<file path="config.mk">
export PLATFORM = sky130hd
export DESIGN_NAME = atree_pipe
export DESIGN_NICKNAME = d
export VERILOG_FILES = /design/src/rtl/atree_pipe.sv
export SDC_FILE = /design/constraint.sdc
export NUM_CORES = 1
export LEC_CHECK = 0
export ABC_CLOCK_PERIOD_IN_PS = 4550
export CAP_MARGIN = 10
export CORE_MARGIN = 2
export CORE_UTILIZATION = 54
export DETAILED_ROUTE_END_ITERATION = 8
export PLACE_DENSITY = 0.85
export SKIP_CTS_REPAIR_TIMING = 1
export SLEW_MARGIN = 40
export SYNTH_ARGS = -nofsm -noshare
export SYNTH_HDL_FRONTEND = slang
export SYNTH_SLANG_ARGS = --single-unit
</file>
<file path="constraint.sdc">
create_clock -name clk -period 4.55 [get_ports clk]
set_input_delay 0.91 -clock clk [delete_from_list [all_inputs] [get_ports clk]]
set_output_delay 0.91 -clock clk [all_outputs]
set_load 0.005 [all_outputs]
</file>
<file path="src/rtl/atree_pipe.sv">
// Pipelined adder tree: sums 2**LEVELS operands with one registered stage per tree level.
// Optional macro ATREE_ACC_EN adds an accumulator stage that totals tree results over in_last-delimited groups.
module atree_pipe #(
    parameter int IN_WIDTH = 8,
    parameter int LEVELS   = 2,
    parameter int SIGNED   = 0,
    parameter int ACC_BITS = 8,
`ifdef ATREE_ACC_EN
    localparam int ACC_ON  = 1,
`else
    localparam int ACC_ON  = 0,
`endif
    localparam int N       = 1 << LEVELS,
    localparam int OUT_W   = IN_WIDTH + LEVELS + ACC_ON * ACC_BITS
) (
    input  logic                       clk,
    input  logic                       rst_n,
    input  logic [N-1:0][IN_WIDTH-1:0] inputs,
    input  logic                       in_valid,
    output logic                       in_ready,
`ifdef ATREE_ACC_EN
    input  logic                       in_last,
`endif
    output logic [OUT_W-1:0]           out,
    output logic                       out_valid,
    input  logic                       out_ready
);

    localparam int TREE_W = IN_WIDTH + LEVELS;

    logic [LEVELS:1]   vld_q;
    logic [LEVELS:0]   vin;
    logic [LEVELS+1:1] rdy;
    logic              tail_ready;
    logic [TREE_W-1:0] tree_sum;

    assign vin      = {vld_q, in_valid};
    assign in_ready = rdy[1];

    // A stage may load when empty or when everything downstream of it can move this edge.
    always_comb begin
        rdy           = '0;
        rdy[LEVELS+1] = tail_ready;
        for (int k = LEVELS; k >= 1; k--) begin
            rdy[k] = !vld_q[k] || rdy[k+1];
        end
    end

`ifdef ATREE_ACC_EN
    logic [LEVELS:1] last_q;
    logic [LEVELS:0] lin;

    assign lin = {last_q, in_last};
`endif

    always_ff @(posedge clk or negedge rst_n) begin
        if (!rst_n) begin
            vld_q <= '0;
`ifdef ATREE_ACC_EN
            last_q <= '0;
`endif
        end else begin
            for (int k = 1; k <= LEVELS; k++) begin
                if (rdy[k]) begin
                    vld_q[k] <= vin[k-1];
`ifdef ATREE_ACC_EN
                    last_q[k] <= lin[k-1];
`endif
                end
            end
        end
    end

    for (genvar k = 1; k <= LEVELS; k++) begin : lvl
        localparam int W = IN_WIDTH + k - 1;
        localparam int M = N >> k;

        logic [2*M-1:0][W-1:0] ops;
        logic [M-1:0][W:0]     sum_q;

        if (k == 1) begin : g_src
            assign ops = inputs;
        end else begin : g_src
            assign ops = lvl[k-1].sum_q;
        end

        // Each operand gains one bit (sign or zero) so the pairwise sum is exact.
        always_ff @(posedge clk or negedge rst_n) begin
            if (!rst_n) begin
                sum_q <= '0;
            end else if (rdy[k] && vin[k-1]) begin
                for (int j = 0; j < M; j++) begin
                    sum_q[j] <= {(SIGNED != 0) && ops[2*j][W-1], ops[2*j]}
                              + {(SIGNED != 0) && ops[2*j+1][W-1], ops[2*j+1]};
                end
            end
        end

        if (k == LEVELS) begin : g_root
            assign tree_sum = sum_q[0];
        end
    end

`ifdef ATREE_ACC_EN
    logic [OUT_W-1:0] acc_q;
    logic [OUT_W-1:0] out_q;
    logic [OUT_W-1:0] tree_ext;
    logic             out_vld_q;

    assign tree_ext = {{ACC_BITS{(SIGNED != 0) && tree_sum[TREE_W-1]}}, tree_sum};

    // Non-last beats only touch acc, so only a group's last beat waits on a held result.
    assign tail_ready = !lin[LEVELS] || !out_vld_q || out_ready;

    always_ff @(posedge clk or negedge rst_n) begin
        if (!rst_n) begin
            acc_q     <= '0;
            out_q     <= '0;
            out_vld_q <= 1'b0;
        end else begin
            if (out_vld_q && out_ready) begin
                out_vld_q <= 1'b0;
            end
            if (vin[LEVELS] && tail_ready) begin
                if (lin[LEVELS]) begin
                    out_q     <= acc_q + tree_ext;
                    out_vld_q <= 1'b1;
                    acc_q     <= '0;
                end else begin
                    acc_q <= acc_q + tree_ext;
                end
            end
        end
    end

    assign out       = out_q;
    assign out_valid = out_vld_q;
`else
    assign tail_ready = out_ready;
    assign out        = tree_sum;
    assign out_valid  = vin[LEVELS];
`endif

endmodule

</file>
==> summary.txt, run 1 <==
Status
  • Outcome: finished, final reports clean

Placed design
  • IO buf count: 47
  • DPL Wire Length: 3.13 mm
  • Routability cong.: 0.776

Final layout
  • Layout cells sized above 1: 0.0433
  • Multi-input gate area: about 1200 sq um
  • FF+latch area: 751 sq um
  • Filler cells: approximately 300
  • Area grow syn2layout: 29.6%
  • NumNets Final: 340
  • Antenna diode count: 0

Setup path
  • Kind of critical path: in -> out
  • Critical path fanouts, max: 4
  • Crit. End Element: primary output
  • Reg-to-reg setup timing slack: 2.51 ns
  • CP required: about 3.6 ns
  • Critical path data arrival time: around 2.1 ns
  • Startpoint types: input pin

Timing
  • WHS: 0.473 ns
  • Slew @ Worst Pin: 0.574 ns
  • Clock skew: 0.00772 ns
  • Crit share post-route: 0.671
  • Final Max Slew Viols: 0
  • Final hold violations: 0
  • RSZ-0062 raised after global routing: false
  • Fmax: roughly 330 MHz
  • Final min period: 3.05 ns
  • Max_slew headroom: 0.616
  • Final TNS setup: 0 ns
  • Setup Viol. Count Final: 0

Synthesis
  • Dominant cell type by area after synthesis: dfrtp_1
  • Top cells by area, synth: dfrtp_1 37%, ha_1 15%, o21ai_0 6.8%, nand2_1 5.7%, xor2_1 5.5%
  • Top-count cell post-synth: nand2_1
  • Compound-cell area share of the yosys netlist: 0.206
  • Top_reg_cell synth: dfrtp_1
  • Yosys top cell area share: 0.366
  • Syn nets: 291
  • EDFF count, synth: 0
  • Post-synthesis cell type count: 31
  • Avg Cell Area, Syn: 9.05 sq um
  • Register area share after synthesis: 0.366
  • Post-Synth Simple-Gate Area: 0.153
  • Post-synth top cells: 31 x nand2_1, 30 x dfrtp_1, 28 x o21ai_0
  • Async S/R FF share, synth: 1.00
  • Mapped Area: 2050 sq um
  • Xor/xnor cell area share of the yosys netlist: 0.0597
  • Synth Area in Adders: 0.182
  • Multiplexer area fraction after synthesis: 0.00548
  • Synth warnings: 0
  • Mapped Cells: 227
  • Largest family of logic cells by synthesized area: compound AO/OA/AOI/OAI gates
  • Synth Register Bits: 30

Floorplan
  • Die height: 65.7 um
  • Number of cell rows: 22
  • Chip width: 65.7 um
  • Die ar.: between 4000 and 5000 sq um
  • Core Area: 3660 sq um
  • # IOs: between 40 and 50
  • Initial Util: 0.561

Flow run
  • Max_cap viols: 0

Global routing
  • GR Overflow Total: 0
  • Initial antenna violation count: 0
  • Gr usage total: 0.224
  • Vias in the first global route: 1,701
  • Largest net degree at the start of global routing: 31
  • First-pass GRT wire length: 7.29 mm

Pwr
  • P_sw: roughly 0.00034 W
  • Part of the power in registers: 0.366
  • Power Internal: 0.000705 W
  • Logic pwr share: 0.421
  • Leak pwr: 1.20 nW
  • Switching Share: 0.328
  • VDD IR max: between 150 and 200 uV
  • Cell Pwr Density: 394 nW/um^2
  • Clock share of power: 0.213

Clock network
  • CTS root buf: clkbuf_8
  • H-tree Lvls: 2
  • Worst-path clk slew: 0.06 ns
  • Longest Clk Path Bufs: 2
  • TritonCTS clock tree: built
  • Clk_lat worst skew: about 0.29 ns
  • CTS Sinks: 30
  • CTS Buf Count: 5

Detailed routing
  • DR pass1 iterations: 4
  • Drt drc: 0
  • Routed Antenna Nets: 0
  • Avg WL per Cell: between 10 and 15 um
  • Vias/cell: 5.41
  • DRT iter0 DRCs: 78
  • Via count of the routed design: 1,759
  • WL final: 4.14 mm

Worst hold path
  • Worst min path class: reg -> reg
critical path: stages:
cell and delay [ns]:
clkdlybuf4s50_1 0.48, nand3b_1 0.21, clkdlybuf4s50_1 0.55
kinds of logic (layout without fill, tap and decap cells):
group	count (synthesis)	count (layout)
AOI/OAI and AO/OA	70	70
xor gates and xnor gates	14	14
adders and majority gates	28	28
buffers and inverters	15	65
DFF	30	30
muxes	1	1
and+or+nand+nor	69	69
routing by layer:
| layer | vias up | wire length [um] | global-route usage |
|---|---|---|---|
| met1 | 805 | 1830 | 0.255 |
| met3 | 6 | 144 | 0.0462 |
| li1 | 907 | - | - |
| met5 | - | 0 | 0 |
| met4 | 0 | 80 | 0.0964 |
| met2 | 41 | 2080 | 0.403 |
final timing paths:
check,end,cells past startpoint,startpoint
hold / removal,out[4],1,out[4]
hold reg to reg,out[4],1,out[4]
setup reg to reg,out[8],8,lvl[1].sum_q[0]
setup / recovery,in_ready,3,out_ready
max in group asynchronous,out[7],2,rst_n
min in group asynchronous,lvl[1].sum_q[9],2,rst_n
power groups by stage:
stage / combinational (W) / clock (W) / sequential, W
after detailed placement: 0.000437 / 0 / 0.000389
after global placement: 0.000426 / 0 / 0.000385
after CTS: 0.000443 / 0.000227 / 0.000385
final: 0.000441 / 0.000224 / 0.000384
after global routing: 0.000498 / 0.000242 / 0.000393
after floorplan: 0.000268 / 0 / 0.000385
area by class of cell:
cell class / instances / area share
multi-input combinational: 182 / 0.468
sequential: 30 / 0.282
timing repair buffer: 48 / 0.180
clock buffer: 7 / 0.0325
tap: 48 / 0.0226
inverter: 9 / 0.0127
clock inverter: 1 / 0.00188
sequential cells by signal (all words and copies together) (netlist names):
signal     cells
out           10
lvl.sum_q     18
vld_q          2
cell usage in the layout, fill, tap and decap left out, types with 2 or more instances in the layout:
cell type        instances
a31oi_1                  4
nor2_1                  14
o21ai_0                 28
o21a_1                   5
a21oi_1                 13
ha_1                    25
o21bai_1                 3
clkdlybuf4s50_1         47
inv_1                    9
dfrtp_1                 30
xor2_1                  13
fa_1                     3
nand2_1                 30
nand2b_1                 6
o31ai_1                  4
a21o_1                   4
a211oi_1                 5
clkbuf_8                 6
or3_1                    2
nor3_1                  11
stage by stage:
step	total power [W]	util	area [sq um]	setup WS [ns]	std cells
6_report	0.00105	0.727	2660	1.50	325
5_1_grt	0.00113	0.727	2660	1.45	325
4_1_cts	0.00105	0.726	2660	1.54	325
3_5_place_dp	0.000825	0.701	2570	1.56	317
3_3_place_gp	0.000811	0.701	2570	1.59	317
2_1_floorplan	0.000653	-	2050	2.22	227
(Power assumes the default switching activity.)
==> run 2: changes to the inputs <==
ABC_CLOCK_PERIOD_IN_PS = 2800   (was 4550)
CORE_UTILIZATION = 45   (was 54)
PLACE_DENSITY = 0.76   (was 0.85)
clock period = 2.8 ns   (was 4.55 ns; I/O delays follow)
==> summary.txt, run 2 (synthesis gave the netlist of run 1 again) <==
Status
  • Outcome: finished, final reports clean

Final layout
  • Most frequent cells in the layout: 47 x clkdlybuf4s50_1, 31 x nand2_1, 30 x dfrtp_1
  • Most flops, register: lvl.sum_q
  • Final core occ: 0.615 (-0.112)
  • Area grow syn2layout: 31.3%
  • NumNets Final: 342 (+0.59%)
  • Commonest non-fill, non-tap cell in the layout: clkdlybuf4s50_1
  • Antenna diode count: 0 (unchanged)
  • Non-Filler Instances: 331 (+1.8%)
  • Layout cells sized above 1: 0.0502 (+0.00686)
  • Max reg flops: 18 (unchanged)

Placed design
  • DPL Wire Length: 3.17 mm (+1.2%)
  • Inst Count DP: 323 (+1.9%)
  • IO buf count: 47 (unchanged)
  • Routability cong.: 0.832 (+7.2%)

Floorplan
  • Chip width: 71.5 um (+9.0%)
  • Core Area: 4380 sq um (+20%)
  • Number of cell rows: 24 (+9.1%)
  • Die ar.: 5120 sq um (+19%)
  • # IOs: 48 (unchanged)
  • Die height: 71.5 um (+9.0%)
  • Initial Util: 0.468 (-0.0925)

Timing
  • RSZ-0062 raised after global routing: false
  • Slew @ Worst Pin: 0.553 ns (-0.0210 ns)
  • Final min period: about 2.3 ns
  • Setup Viol. Count Final: 0 (unchanged)
  • Clock skew: 0.00157 ns (-0.00615 ns)
  • Crit share post-route: 0.815
  • Fmax: approximately 440 MHz
  • Final hold violations: 0 (unchanged)
  • Max_slew headroom: 0.630 (+0.0140)
  • Final TNS setup: 0 ns (unchanged)
  • Final Max Slew Viols: 0 (unchanged)

Setup path
  • Reg2reg path depth: 8 (unchanged)
  • Critical path fanouts, max: 4 (unchanged)
  • CP required: 2.24 ns (-1.40 ns)
  • Critical path data arrival time: 1.72 ns (-0.42 ns)
  • Startpoint types: input pin
  • Kind of critical path: in -> out
  • Crit. End Element: primary output

Detailed routing
  • WL final: 3.88 mm (-6.3%)
  • DRT iter0 DRCs: 84 (+7.7%)
  • Via count of the routed design: 1,718 (-2.3%)
  • Vias/cell: 5.19 (-4.1%)
  • DR pass1 iterations: 4 (unchanged)
  • Drt drc: 0 (unchanged)
  • Avg WL per Cell: 11.7 um (-8.0%)
  • Routed Antenna Nets: 0 (unchanged)

Clock network
  • Worst-path clk slew: 0.06 ns (about the same)
  • Longest Clk Path Bufs: 2 (unchanged)
  • CTS Buf Count: 5 (unchanged)
  • Clk_lat worst skew: 0.28 ns (about the same)
  • H-tree Lvls: 2 (unchanged)
  • TritonCTS clock tree: built
  • CTS root buf: clkbuf_8
  • CTS Sinks: 30 (unchanged)

Global routing
  • Vias in the first global route: 1,698 (-0.18%)
  • Largest net degree at the start of global routing: 31 (unchanged)
  • Gr usage total: 0.177 (-0.0470)
  • GR Overflow Total: 0 (unchanged)
  • First-pass GRT wire length: 7.18 mm (-1.6%)
  • Initial antenna violation count: 0 (unchanged)

Pwr
  • Leak pwr: 1.22 nW (+1.5%)
  • VDD IR max: 268 uV (+51%)
  • Cell Pwr Density: 643 nW/um^2 (+63%)
  • Final Power: 0.00173 W (+65%)

Worst hold path
  • Worst min path class: reg -> reg
  • Hold path depth: 1 (unchanged)

Flow run
  • Max_cap viols: 0 (unchanged)
## run 2: final timing paths
check                           startpoint  slack (ns)                to
min in group asynchronous            rst_n        0.66   lvl[1].sum_q[0]
hold reg to reg                     out[4]        0.47            out[4]
hold / removal                      out[4]        0.47            out[4]
setup / recovery                 out_ready        0.52          in_ready
setup reg to reg           lvl[1].sum_q[9]        0.77            out[8]
max in group asynchronous            rst_n        1.86  lvl[1].sum_q[13]
## run 2: metal layers
layer	part of all wire	GRT usage	wire, um	vias up
li1	-	-	-	906
met1	0.45	0.230	1760	769
met2	0.49	0.288	1900	37
met3	0.038	0.0309	146	6
met4	0.019	0.0839	75	0
met5	0	0	0	-
## run 2: cell type report
type	instances	area, sq um
Clock buffer	8	110
Fill cell	374	1690
Inverter	9	33.8
Multi-Input combinational cell	182	1240
Sequential cell	30	751
Tap cell	52	65.1
Timing Repair Buffer	50	493
## run 2: through the flow
stage | area (sq um) | hold WS (ns) | worst slack [ns]
floorplan | 2050 | 0.264 | 0.815
global placement | 2590 | 0.460 | 0.310
detailed placement | 2590 | 0.466 | 0.253
CTS | 2700 | 0.479 | 0.520
global route | 2700 | 0.496 | 0.408
finish | 2700 | 0.472 | 0.518
## run 2: worst max-delay path: stages
cell and delay (ns):
clkdlybuf4s50_1 0.46, nand3b_1 0.17, clkdlybuf4s50_1 0.53
## run 2: report_power, final
group          internal (W)  switching, W  leakage [nW]  total [W]
sequential         0.000556     0.0000664         0.362   0.000622
combinational      0.000393      0.000316         0.803   0.000709
clock              0.000248      0.000155        0.0575   0.000403
total               0.00120      0.000538          1.22    0.00173
==> run 3: changes to the inputs <==
ABC_CLOCK_PERIOD_IN_PS = 2260   (was 2800)
CORE_UTILIZATION = 50   (was 45)
PLACE_DENSITY = 0.8   (was 0.76)
clock period = 2.26 ns   (was 2.8 ns; I/O delays follow)
==> summary.txt, run 3 (synthesis gave the netlist of run 1 again) <==
Floorplan
  • # IOs: 48 (unchanged)
  • Die ar.: 4630 sq um (-9.5%)
  • Chip width: 68.1 um (-4.8%)
  • Die height: 68.1 um (-4.8%)
  • Initial Util: 0.517 (+0.0487)
  • Number of cell rows: 23 (-4.2%)
  • Core Area: 3970 sq um (-9.4%)

Pwr
  • Clock share of power: 0.205 (-0.027)
  • P_sw: 0.000688 W (+28%)
  • Switching Share: 0.324 (+0.0138)
  • Logic pwr share: 0.432 (+0.023)
  • Cell Pwr Density: 775 nW/um^2 (+21%)
  • VDD IR max: 323 uV (+21%)
  • Leak pwr: 1.24 nW (+1.7%)
  • Part of the power in registers: 0.363 (+0.004)
  • Power Internal: 0.00144 W (+20%)

Final layout
  • Area grow syn2layout: 33.3%
  • Most frequent cells in the layout: 47 x clkdlybuf4s50_1, 31 x nand2_1, 30 x dfrtp_1
  • Antenna diode count: 0 (unchanged)
  • Layout cells sized above 1: 0.0807 (+0.0305)
  • Commonest non-fill, non-tap cell in the layout: clkdlybuf4s50_1
  • Filler cells: 317 (-15%)
  • Max reg flops: 18 (unchanged)
  • Most flops, register: lvl.sum_q
  • NumNets Final: 348 (+1.8%)
  • Final Cell Area: 2740 sq um (+1.5%)

Placed design
  • Routability cong.: 0.791 (-4.9%)
  • DPL Wire Length: 3.34 mm (+5.4%)
  • IO buf count: 47 (unchanged)
  • Dpl cell area: 2630 sq um (+1.6%)

Clock network
  • Longest Clk Path Bufs: 2 (unchanged)
  • H-tree Lvls: 2 (unchanged)
  • TritonCTS clock tree: built
  • Clk_lat worst skew: 0.28 ns (about the same)
  • CTS Sinks: 30 (unchanged)
  • Worst-path clk slew: 0.06 ns (about the same)
  • CTS Buf Count: 5 (unchanged)
  • CTS root buf: clkbuf_8

Detailed routing
  • DRT iter0 DRCs: 80 (-4.8%)
  • Routed Antenna Nets: 0 (unchanged)
  • Drt drc: 0 (unchanged)
  • Avg WL per Cell: 12.4 um (+5.8%)
  • Via count of the routed design: 1,755 (+2.2%)
  • WL final: 4.15 mm (+7.0%)
  • Vias/cell: 5.24 (+0.93%)
  • DR pass1 iterations: 4 (unchanged)

Setup path
  • CP required: 2.40 ns (+0.16 ns)
  • Critical path fanouts, max: 2 (-2)
  • Startpoint types: input pin
  • Kind of critical path: in -> reg
  • Crit. End Element: register
  • Critical path data arrival time: 2.27 ns (+0.55 ns)

Flow run
  • Max_cap viols: 0 (unchanged)

Timing
  • Setup Viol. Count Final: 0 (unchanged)
  • Slew @ Worst Pin: 0.371 ns (-0.182 ns)
  • Max_slew headroom: 0.753 (+0.122)
  • Clock skew: 0.00587 ns (+0.00430 ns)
  • Final Max Slew Viols: 0 (unchanged)
  • Fmax: 471 MHz
  • Final hold violations: 0 (unchanged)
  • RSZ-0062 raised after global routing: false
  • Crit share post-route: 0.940
  • Final min period: 2.12 ns
  • WHS: 0.473 ns (+0.000379 ns)

Global routing
  • Vias in the first global route: 1,710 (+0.71%)
  • GR Overflow Total: 0 (unchanged)
  • Initial antenna violation count: 0 (unchanged)
  • First-pass GRT wire length: 7.11 mm (-0.96%)
  • Largest net degree at the start of global routing: 31 (unchanged)
  • Gr usage total: 0.206 (+0.0283)

Worst hold path
  • Worst min path class: reg -> reg

Status
  • Outcome: finished, final reports clean
==> run 3: cell count changes in the layout (fill, tap and decap cells not counted), moves of 2 or more <==
cell,change
buf_4,+6
a21oi_1,-2
a21oi_2,+2
clkbuf_8,-2
==> run 3: metrics by stage <==
step | utilization | total power [W] | worst slack, ns | instances | TNS, ns
2_1_floorplan | - | 0.00131 | 0.383 | 227 | 0
3_3_place_gp | 0.662 | 0.00165 | -0.113 | 327 | -0.371
3_5_place_dp | 0.662 | 0.00169 | -0.191 | 327 | -0.693
4_1_cts | 0.685 | 0.00213 | 0.0964 | 335 | 0
5_1_grt | 0.689 | 0.00230 | 0.0209 | 335 | 0
6_report | 0.689 | 0.00212 | 0.136 | 335 | 0
==> run 3: area by class of cell <==
cell class / count / area [sq um] / area share
multi-input combinational: 182 / 1260 / 0.461
sequential: 30 / 751 / 0.274
timing repair buffer: 56 / 538 / 0.197
clock buffer: 7 / 86.3 / 0.0315
tap: 50 / 62.6 / 0.0229
inverter: 9 / 33.8 / 0.0123
clock inverter: 1 / 5.00 / 0.00183
==> run 3: per-layer routing <==
layer	vias to the layer above	track usage	wire, um
li1	923	-	-
met1	790	0.232	1840
met2	38	0.385	2140
met3	4	0.0395	137
met4	0	0.0675	37
met5	-	0	0
==> run 3: path summary, 6_finish.rpt <==
check	from	end	slack, ns	cells after the start
max	inputs[0]	lvl[1].sum_q[6]	0.14	8
min reg2reg	out[4]	out[4]	0.47	1
max in group asynchronous	rst_n	vld_q[1]	1.43	2
min in group asynchronous	rst_n	out[5]	0.56	2
min	out[4]	out[4]	0.47	1
max reg2reg	lvl[1].sum_q[9]	out[8]	0.26	8
==> run 3: power groups by stage <==
stage | clock (W) | sequential, W | combinational (W)
2_1_floorplan | 0 | 0.000775 | 0.000539
3_3_place_gp | 0 | 0.000776 | 0.000875
3_5_place_dp | 0 | 0.000784 | 0.000906
4_1_cts | 0.000441 | 0.000775 | 0.000915
5_1_grt | 0.000467 | 0.000793 | 0.00104
6_report | 0.000435 | 0.000771 | 0.000917
==> run 3: worst max-delay path, stage by stage <==
cell             delay [ns]
clkdlybuf4s50_1        0.41
ha_1                   0.23
fa_1                   0.42
a21oi_2                0.18
o211ai_1               0.14
a21oi_2                0.18
xor2_1                 0.16
o21ai_0                0.10
